$ cat config.mk
export PLATFORM = sky130hd
export DESIGN_NAME = fifo_drain_arbiter
export DESIGN_NICKNAME = d
export VERILOG_FILES = /design/src/rtl/fifo_drain_arbiter.sv
export SDC_FILE = /design/constraint.sdc
export NUM_CORES = 1
export LEC_CHECK = 0
export BUFFER_PORTS_ARGS = -buffer_cell sky130_fd_sc_hd__buf_4
export CAP_MARGIN = 20
export CORE_ASPECT_RATIO = 0.5
export CORE_MARGIN = 5
export CORE_UTILIZATION = 40
export CTS_CLUSTER_SIZE = 25
export DETAILED_ROUTE_END_ITERATION = 6
export PLACE_DENSITY = 0.87
export SLEW_MARGIN = 40
export SYNTH_ARGS = -nofsm -noshare
export SYNTH_HDL_FRONTEND = slang
export SYNTH_SLANG_ARGS = --single-unit
$ cat constraint.sdc
create_clock -name clk -period 2.4 [get_ports clk]
set_input_delay 0.12 -clock clk [delete_from_list [all_inputs] [get_ports clk]]
set_output_delay 0.12 -clock clk [all_outputs]
set_load 0.05 [all_outputs]
$ cat src/rtl/fifo_drain_arbiter.sv
// Drains up to p_num_chans FIFO read ports into one valid/ready stream.
// Round-robin between channels, with bursts of up to p_max_burst pops per grant.
module fifo_drain_arbiter #(
    parameter int p_num_chans = 4,
    parameter int p_bit_width = 32,
    parameter int p_max_burst = 4
) (
    input  logic                                     clk,
    input  logic                                     async_rst_n,
    input  logic [p_num_chans-1:0]                   chan_en,
    input  logic [p_num_chans-1:0]                   empty,
    input  logic [p_num_chans-1:0][p_bit_width-1:0]  rdata,
    output logic [p_num_chans-1:0]                   r_en,
    output logic [p_bit_width-1:0]                   ostream_msg,
    output logic [$clog2(p_num_chans)-1:0]           ostream_chan,
    output logic                                     ostream_val,
    input  logic                                     ostream_rdy,
    output logic                                     busy
);

    localparam int              CW        = $clog2(p_num_chans);
    localparam logic [7:0]      MAX_BURST = 8'(p_max_burst);
    localparam logic [CW-1:0]   LAST_CHAN = CW'(p_num_chans - 1);
    localparam logic [CW:0]     NUM_CHANS = (CW+1)'(p_num_chans);

    typedef enum logic {ST_IDLE, ST_HOLD} state_t;

    // Reset asserts immediately but releases two clock edges later.
    logic [1:0] rst_sync_q;
    logic [1:0] rst_sync_d;
    logic       rst_int_n;

    assign rst_sync_d = {rst_sync_q[0], 1'b1};
    assign rst_int_n  = rst_sync_q[1];

    always_ff @(posedge clk or negedge async_rst_n) begin
        if (!async_rst_n) begin
            rst_sync_q <= 2'b00;
        end else begin
            rst_sync_q <= rst_sync_d;
        end
    end

    state_t                 state_q, state_d;
    logic [CW-1:0]          owner_q, owner_d;
    logic [7:0]             count_q, count_d;
    logic [CW-1:0]          rr_ptr_q, rr_ptr_d;

    logic [p_bit_width-1:0] msg_q, msg_d;
    logic [CW-1:0]          chan_q, chan_d;
    logic                   val_q, val_d;

    logic [p_num_chans-1:0] eligible;
    logic                   space;
    logic                   hold_hit;
    logic                   grant_vld;
    logic [CW-1:0]          grant;
    logic [CW:0]            search_sum;
    logic [CW-1:0]          search_idx;
    logic                   pop;

    assign eligible = chan_en & ~empty;
    assign space    = !val_q || ostream_rdy;

    // Owner keeps the grant while eligible; otherwise scan upward from rr_ptr.
    // The scan runs from the far end so the nearest eligible channel wins last.
    always_comb begin
        hold_hit   = (state_q == ST_HOLD) && eligible[owner_q];
        grant      = owner_q;
        grant_vld  = hold_hit;
        search_sum = '0;
        search_idx = '0;
        if (!hold_hit) begin
            grant = '0;
            for (int k = p_num_chans - 1; k >= 0; k--) begin
                search_sum = {1'b0, rr_ptr_q} + (CW+1)'(k);
                if (search_sum >= NUM_CHANS) begin
                    search_sum = search_sum - NUM_CHANS;
                end
                search_idx = search_sum[CW-1:0];
                if (eligible[search_idx]) begin
                    grant     = search_idx;
                    grant_vld = 1'b1;
                end
            end
        end
    end

    assign pop = grant_vld && space && rst_int_n;

    always_ff @(posedge clk or negedge rst_int_n) begin
        if (!rst_int_n) begin
            state_q  <= ST_IDLE;
            owner_q  <= '0;
            count_q  <= '0;
            rr_ptr_q <= '0;
        end else begin
            state_q  <= state_d;
            owner_q  <= owner_d;
            count_q  <= count_d;
            rr_ptr_q <= rr_ptr_d;
        end
    end

    // A stalled output freezes the arbitration state entirely.
    always_comb begin
        state_d  = state_q;
        owner_d  = owner_q;
        count_d  = count_q;
        rr_ptr_d = rr_ptr_q;
        if (space) begin
            if (pop && hold_hit) begin
                count_d = count_q + 8'd1;
                if (count_d == MAX_BURST) begin
                    state_d = ST_IDLE;
                end
            end else if (pop) begin
                owner_d  = grant;
                count_d  = 8'd1;
                rr_ptr_d = (grant == LAST_CHAN) ? '0 : grant + CW'(1);
                state_d  = (MAX_BURST == 8'd1) ? ST_IDLE : ST_HOLD;
            end else if ((state_q == ST_HOLD) && !eligible[owner_q]) begin
                state_d = ST_IDLE;
            end
        end
    end

    always_comb begin
        r_en = '0;
        if (pop) begin
            r_en[grant] = 1'b1;
        end
        busy = (state_q == ST_HOLD) || val_q;
    end

    always_comb begin
        msg_d  = msg_q;
        chan_d = chan_q;
        val_d  = val_q;
        if (pop) begin
            msg_d  = rdata[grant];
            chan_d = grant;
            val_d  = 1'b1;
        end else if (ostream_rdy) begin
            val_d = 1'b0;
        end
    end

    always_ff @(posedge clk or negedge rst_int_n) begin
        if (!rst_int_n) begin
            msg_q  <= '0;
            chan_q <= '0;
            val_q  <= 1'b0;
        end else begin
            msg_q  <= msg_d;
            chan_q <= chan_d;
            val_q  <= val_d;
        end
    end

    assign ostream_msg  = msg_q;
    assign ostream_chan = chan_q;
    assign ostream_val  = val_q;

endmodule

======== After elaboration in Yosys (flattened, before gate mapping) ========
Cells that the tools add are included.
storage, ports and cells
  register bits after elaboration ......... 50
  logic and storage cells ................. 92
  output and inout port bits .............. 40
  bits of input ports ..................... 139
cells by class
  bitwise gates (word level) .............. 3
  order comparisons ....................... 11
  reductions and logical operators ........ 16
  add/subtract/negate cells ............... 9
  mux-type cells .......................... 42
  equality and inequality tests ........... 3
operators by type and width
  operator                                                                             count
  32-bit binary-select mux with 2-bit select                                           1
  32-bit two-way mux                                                                   1
  2-bit two-way mux                                                                    14
  2-bit by 3-bit < comparator with 1-bit output, second input constant                 6
  1-bit two-way mux                                                                    17
  8-bit two-way mux                                                                    2
  1-bit binary-select mux with 2-bit select                                            5
  3-bit greater-or-equal comparator, second input constant                             3
  8-bit by 1-bit adder with 8-bit output, second input constant                        1
  8-bit by 3-bit equality test with 1-bit output, second input constant                1
  2-bit by 1-bit subtractor with 2-bit output, second input constant                   4
  2-bit by 2-bit adder with 3-bit output, second input constant                        2
  1-bit logical AND                                                                    6
  3-bit AND reduction                                                                  2
  4-bit AND                                                                            1
  4-bit two-way mux                                                                    1
  4-bit inverter                                                                       1
  2-bit nonzero test                                                                   2
  2-bit by 1-bit adder with 3-bit output, second input constant                        1
  2-bit by 3-bit greater-or-equal comparator with 1-bit output, second input constant  1
  3-bit nonzero test                                                                   1
  2-bit by 1-bit adder with 2-bit output, second input constant                        1
  1-bit demux with 2-bit select                                                        1
  2-bit equality test, second input constant                                           1
  other kinds (6)                                                                      8

======== Longest topological paths before layout ========
  depth in word-level cells ............... 18
  mapped depth ............................ 9
  depth with buffers taken out ............ 7

======== Worst setup path before layout ========
OpenSTA, ideal clock, no wires.
  path type ............................... reg-to-reg
  start ................................... register rst_sync_q[1]
  end ..................................... register owner_q[0]
  arrival time ............................ 2773 ps
  path slack .............................. -497 ps
  period minus slack after synthesis ...... 2897 ps
  cell stages (with the launch flop) ...... 7
  buffers on the path ..................... 1
  data required time ...................... 2275 ps
  library setup time ...................... 125 ps
  cell sequence ........................... dfrtp_1 -> inv_1 -> a41o_1 -> or2_1 -> clkbuf_1 -> nor2_1 -> mux2_2
between the ends
  cells in the longest elaborated chain, start to end .. 4
RTL lines
  what                                      RTL line  text
  start: declaration                        29        logic [1:0] rst_sync_q;
  start signal: assignment                  40        rst_sync_q <= rst_sync_d;
  1-bit logical AND (*)                     89        assign pop = grant_vld && space && rst_int_n;
  1-bit logical AND                         112       if (pop && hold_hit) begin
  1-bit inverter (no source line)           n/a
  3-bit AND reduction (no source line) (*)  n/a
  end signal: assignment                    99        owner_q <= owner_d;
  end: declaration                          45        logic [CW-1:0] owner_q, owner_d;
Mark *: on every way between the ends. The rest lies on a longest branch, timed or not.
A chain may end at the register's enable or synchronous reset.

======== Worst setup path after layout ========
  start ................................... register rr_ptr_q[0]
  end ..................................... output r_en[3]
between the ends
  cells in the longest elaborated chain, start to end .. 16
  elaborated cells between the ends (all ways) .. 45
  classes of those cells .................. 7 x add/sub; 6 x order compare; 29 x mux; 3 x reduce/logical
RTL lines
  what                                                                                                                                                        RTL line  text
  start: declaration                                                                                                                                          47        logic [CW-1:0] rr_ptr_q, rr_ptr_d;
  start signal: assignment                                                                                                                                    101       rr_ptr_q <= rr_ptr_d;
  2-bit by 2-bit adder with 3-bit output                                                                                                                      76        search_sum = {1'b0, rr_ptr_q} + (CW+1)'(k);
  3-bit greater-or-equal comparator / 2-bit by 1-bit subtractor with 2-bit output (equally long branches)                                                     77, 78
  2-bit two-way mux                                                                                                                                           77        if (search_sum >= NUM_CHANS) begin
  2-bit two-way mux                                                                                                                                           73        if (!hold_hit) begin
  1-bit binary-select mux with 2-bit select                                                                                                                   81        if (eligible[search_idx]) begin
  1-bit two-way mux (implied by the code)                                                                                                                     81
  2-bit two-way mux (4 in a row)                                                                                                                              81
  2-bit two-way mux                                                                                                                                           73
  2-bit by 3-bit < comparator with 1-bit output (implied by the code) / 2-bit by 1-bit greater-or-equal comparator with 1-bit output (equally long branches)  131       r_en[grant] = 1'b1;
  1-bit logical AND (implied by the code)                                                                                                                     131
  1-bit two-way mux (implied by the code)                                                                                                                     131
  1-bit demux with 2-bit select                                                                                                                               131
  4-bit two-way mux (*)                                                                                                                                       130       if (pop) begin
  end: declaration                                                                                                                                            13        output logic [p_num_chans-1:0] r_en,
Mark *: on every way between the ends. The rest lies on a longest branch, timed or not. The select of a mux whose other input is x is not followed.

==> results.ini <==
[routing]
route.detailed.drc = 0
routed_wl_mm = 14.91
wire_per_inst_um = 21.09
avgViaCountPerCell = 6.170
drt-initial-drc-count = 455
via_count = 4362
drtPass1Iterations = 5
antenna_left = 0

[global_route]
grt_max_degree = 49
antenna_found_initial = 0
grt_pass1_vias = 4068
grt_pass1_wl_mm = 20.20
grt_overflow = 0
track_usage_pct = 25.17

[cells_and_area]
n_antenna_cell = 0
nets = 738
area_growth_pct = 71.33
final_util_pct = 69.96
drive_gt1_share_pct = 46.05
postLayoutCellArea_sq_um = 5557
layout_commonest_cell = buf_4
final_cell_mix = buf_4, nand2_1, dfrtp_1
fill_cells = 549

[floorplanning]
dieHeight_um = 73.67
floorplan.initialDensity_pct = 40.83
design.core.area_sq_um = 7943
num_io_pins = 179
die_w_um = 137.3
rows = 23
dieArea_sq_um = 10120

[min_path]
min_from = ostream_rdy
min_path_type = in -> reg

[placement]
io_buffers = 178
place_area_sq_um = 4861
dpl.hpwl_mm = 9.171
gp_congestion = 0.9144
place_ws_ns = 0.06238

[critical_path]
rr_startpoint = rr_ptr_q[0]
reg2reg_to = ostream_msg[15]
critPathSlowestCell = or4bb_4
reg2reg_slack_ns = 0
critPathCaptureType = primary output
startpoint = rr_ptr_q[0]
max_stage_delay_ns = 0.58
cp_data_required_time_ns = 2.28
cp_max_fo = 5
cp-start-kind = flop
worstPathArrival_ns = 2.34
critPathCapture = r_en[3]
worstPathCellList = or4bb_4, o31ai_4, o41ai_4, buf_12, buf_4, ha_4, and2_4, buf_8
critical_path_class = reg -> out
reg2reg_depth = 8

[timing]
holdWs_ns = 0.03670
period_needed_ns = 2.456
rsz0062_at_grt = yes
setup_ws_ns = -0.05604
relSlewSlack_pct = 56.62
fin_skew_ns = 0.006809
max_freq_mhz = 407.2
final_max_slew_viol_count = 0
fin_crit_sh_pct = 102.3
finalSetupTns_ns = -0.1853
setup_viol = 4
finalHoldViolCount = 0
tightestPinTransition_ns = 0.6506

[synthesis]
synth.distinct_cells = 46
synth_edf_count = 0
synth_top_area_share_pct = 38.58
synth.avg_cell_area_sq_um = 7.949
synth_top_area_cell = dfrtp_1
yosysSeqAreaShare_pct = 38.58
synth_cells = 408
synth_area_sq_um = 3243
synth_ff_type = dfrtp_1
syn_nets = 552
ys_ff_latch = 50
ys_async_sr_fraction_pct = 100.0
yosysWarnings = 0
synth_area_leaders = dfrtp_1, nand2_1, a2111oi_0

[clocking]
clk_pin_slew_ns = 0.07
cts_buffers = 5
tritoncts = done
clock-root-buffer = clkbuf_16
clockBufferDepth = 2
clk_latency_ns = 0.29
cts_sinks = 50
cts-htree-levels = 2

[status]
violations = setup timing
run_status = finished with violations

[pwr]
p_leak_nw = 2.448
power.density_nw_per_um2 = 978.1
ir_drop_v = 0.0005697

[job]
drv_cap = 0

[Yosys cell counts, drive strengths merged, types with 5 or more instances]
cell type / number
nor2: 40
ha: 5
nand2: 106
nand2b: 7
a2111oi: 32
dfrtp: 50
clkbuf: 23
a311oi: 31
buf: 12
o21ai: 13
inv: 5
a21oi: 39
and2: 5
[through the flow]
stage / instances / power, mW
after floorplan: 408 / 3.107
after global placement: 688 / 4.116
after detailed placement: 688 / 4.174
after CTS: 705 / 5.068
after global routing: 707 / 5.649
final: 707 / 5.435
[report_power, final]
| group | switching, mW | internal, mW | total [mW] |
|---|---|---|---|
| Sequential | 0.235 | 1.14 | 1.37 |
| Combinational | 2.13 | 1.20 | 3.33 |
| Clock | 0.317 | 0.415 | 0.732 |
[flip-flops by register name (all words and copies together), names as in the netlist]
register / flops
owner_q: 2
rst_sync_q: 2
rr_ptr_q: 2
count_q: 8
ostream_msg: 32
state_q: 1
ostream_chan: 2
ostream_val: 1
[worst min-delay path by stage]
stage	depth (start not counted)	end	slack [ns]
after global placement	1	rst_sync_q[0]	-0.09
after detailed placement	1	rst_sync_q[0]	-0.08
after floorplan	0	rst_sync_q[0]	-0.18
after global routing	2	ostream_val	0.02
after CTS	2	ostream_val	0.04
final	2	ostream_val	0.04
[what timing repair did]
item	in CTS	in global routing
setup endpoints to repair	4	37
gates cloned	1	0
pin swaps	6	6
hold buffers	1	0
endpoints found under the hold margin	2	0
gates resized for setup	35	69
buffers inserted	7	2
[kinds of logic (layout without fill, tap and decap cells)]
family	count (synthesis)	after routing	share of synthesized area, %
buffers and inverters	40	227	5.401
adders and majority gates	5	5	1.929
other	1	1	0.1156
AOI/OAI and AO/OA	130	130	29.17
DFF	50	50	38.58
and+or+nand+nor	178	178	23.50
muxes	4	4	1.312
[layout make-up]
cell class / instances / area [sq um] / area share, %
Clock inverter: 1 / 5.005 / 0.09007
Clock buffer: 7 / 142.6 / 2.567
Multi-Input combinational cell: 318 / 2228 / 40.10
Timing Repair Buffer: 214 / 1758 / 31.64
Tap cell: 112 / 140.1 / 2.522
Inverter: 5 / 23.77 / 0.4278
Sequential cell: 50 / 1259 / 22.65
[routing by layer]
metal  vias to the layer above  track usage (%)  part of all wire (%)
li1                       1866                -                     -
met1                      2105            31.98                    37
met2                       310            41.78                    49
met3                        81            6.293                   9.0
met4                         0            9.624                   4.7
met5                         -                0                     0
[worst max-delay path, delay by kind of cell, from the launching register on]
kind | cells | cell delay, ns
buffers and inverters | 3 | 0.46
AO/OA/AOI/OAI | 2 | 0.26
adder cells (fa/ha/maj) | 1 | 0.15
AND/OR/NAND/NOR | 2 | 0.71
flip-flops | 1 | 0.46
No activity file was read; power rests on OpenSTA's default activity.
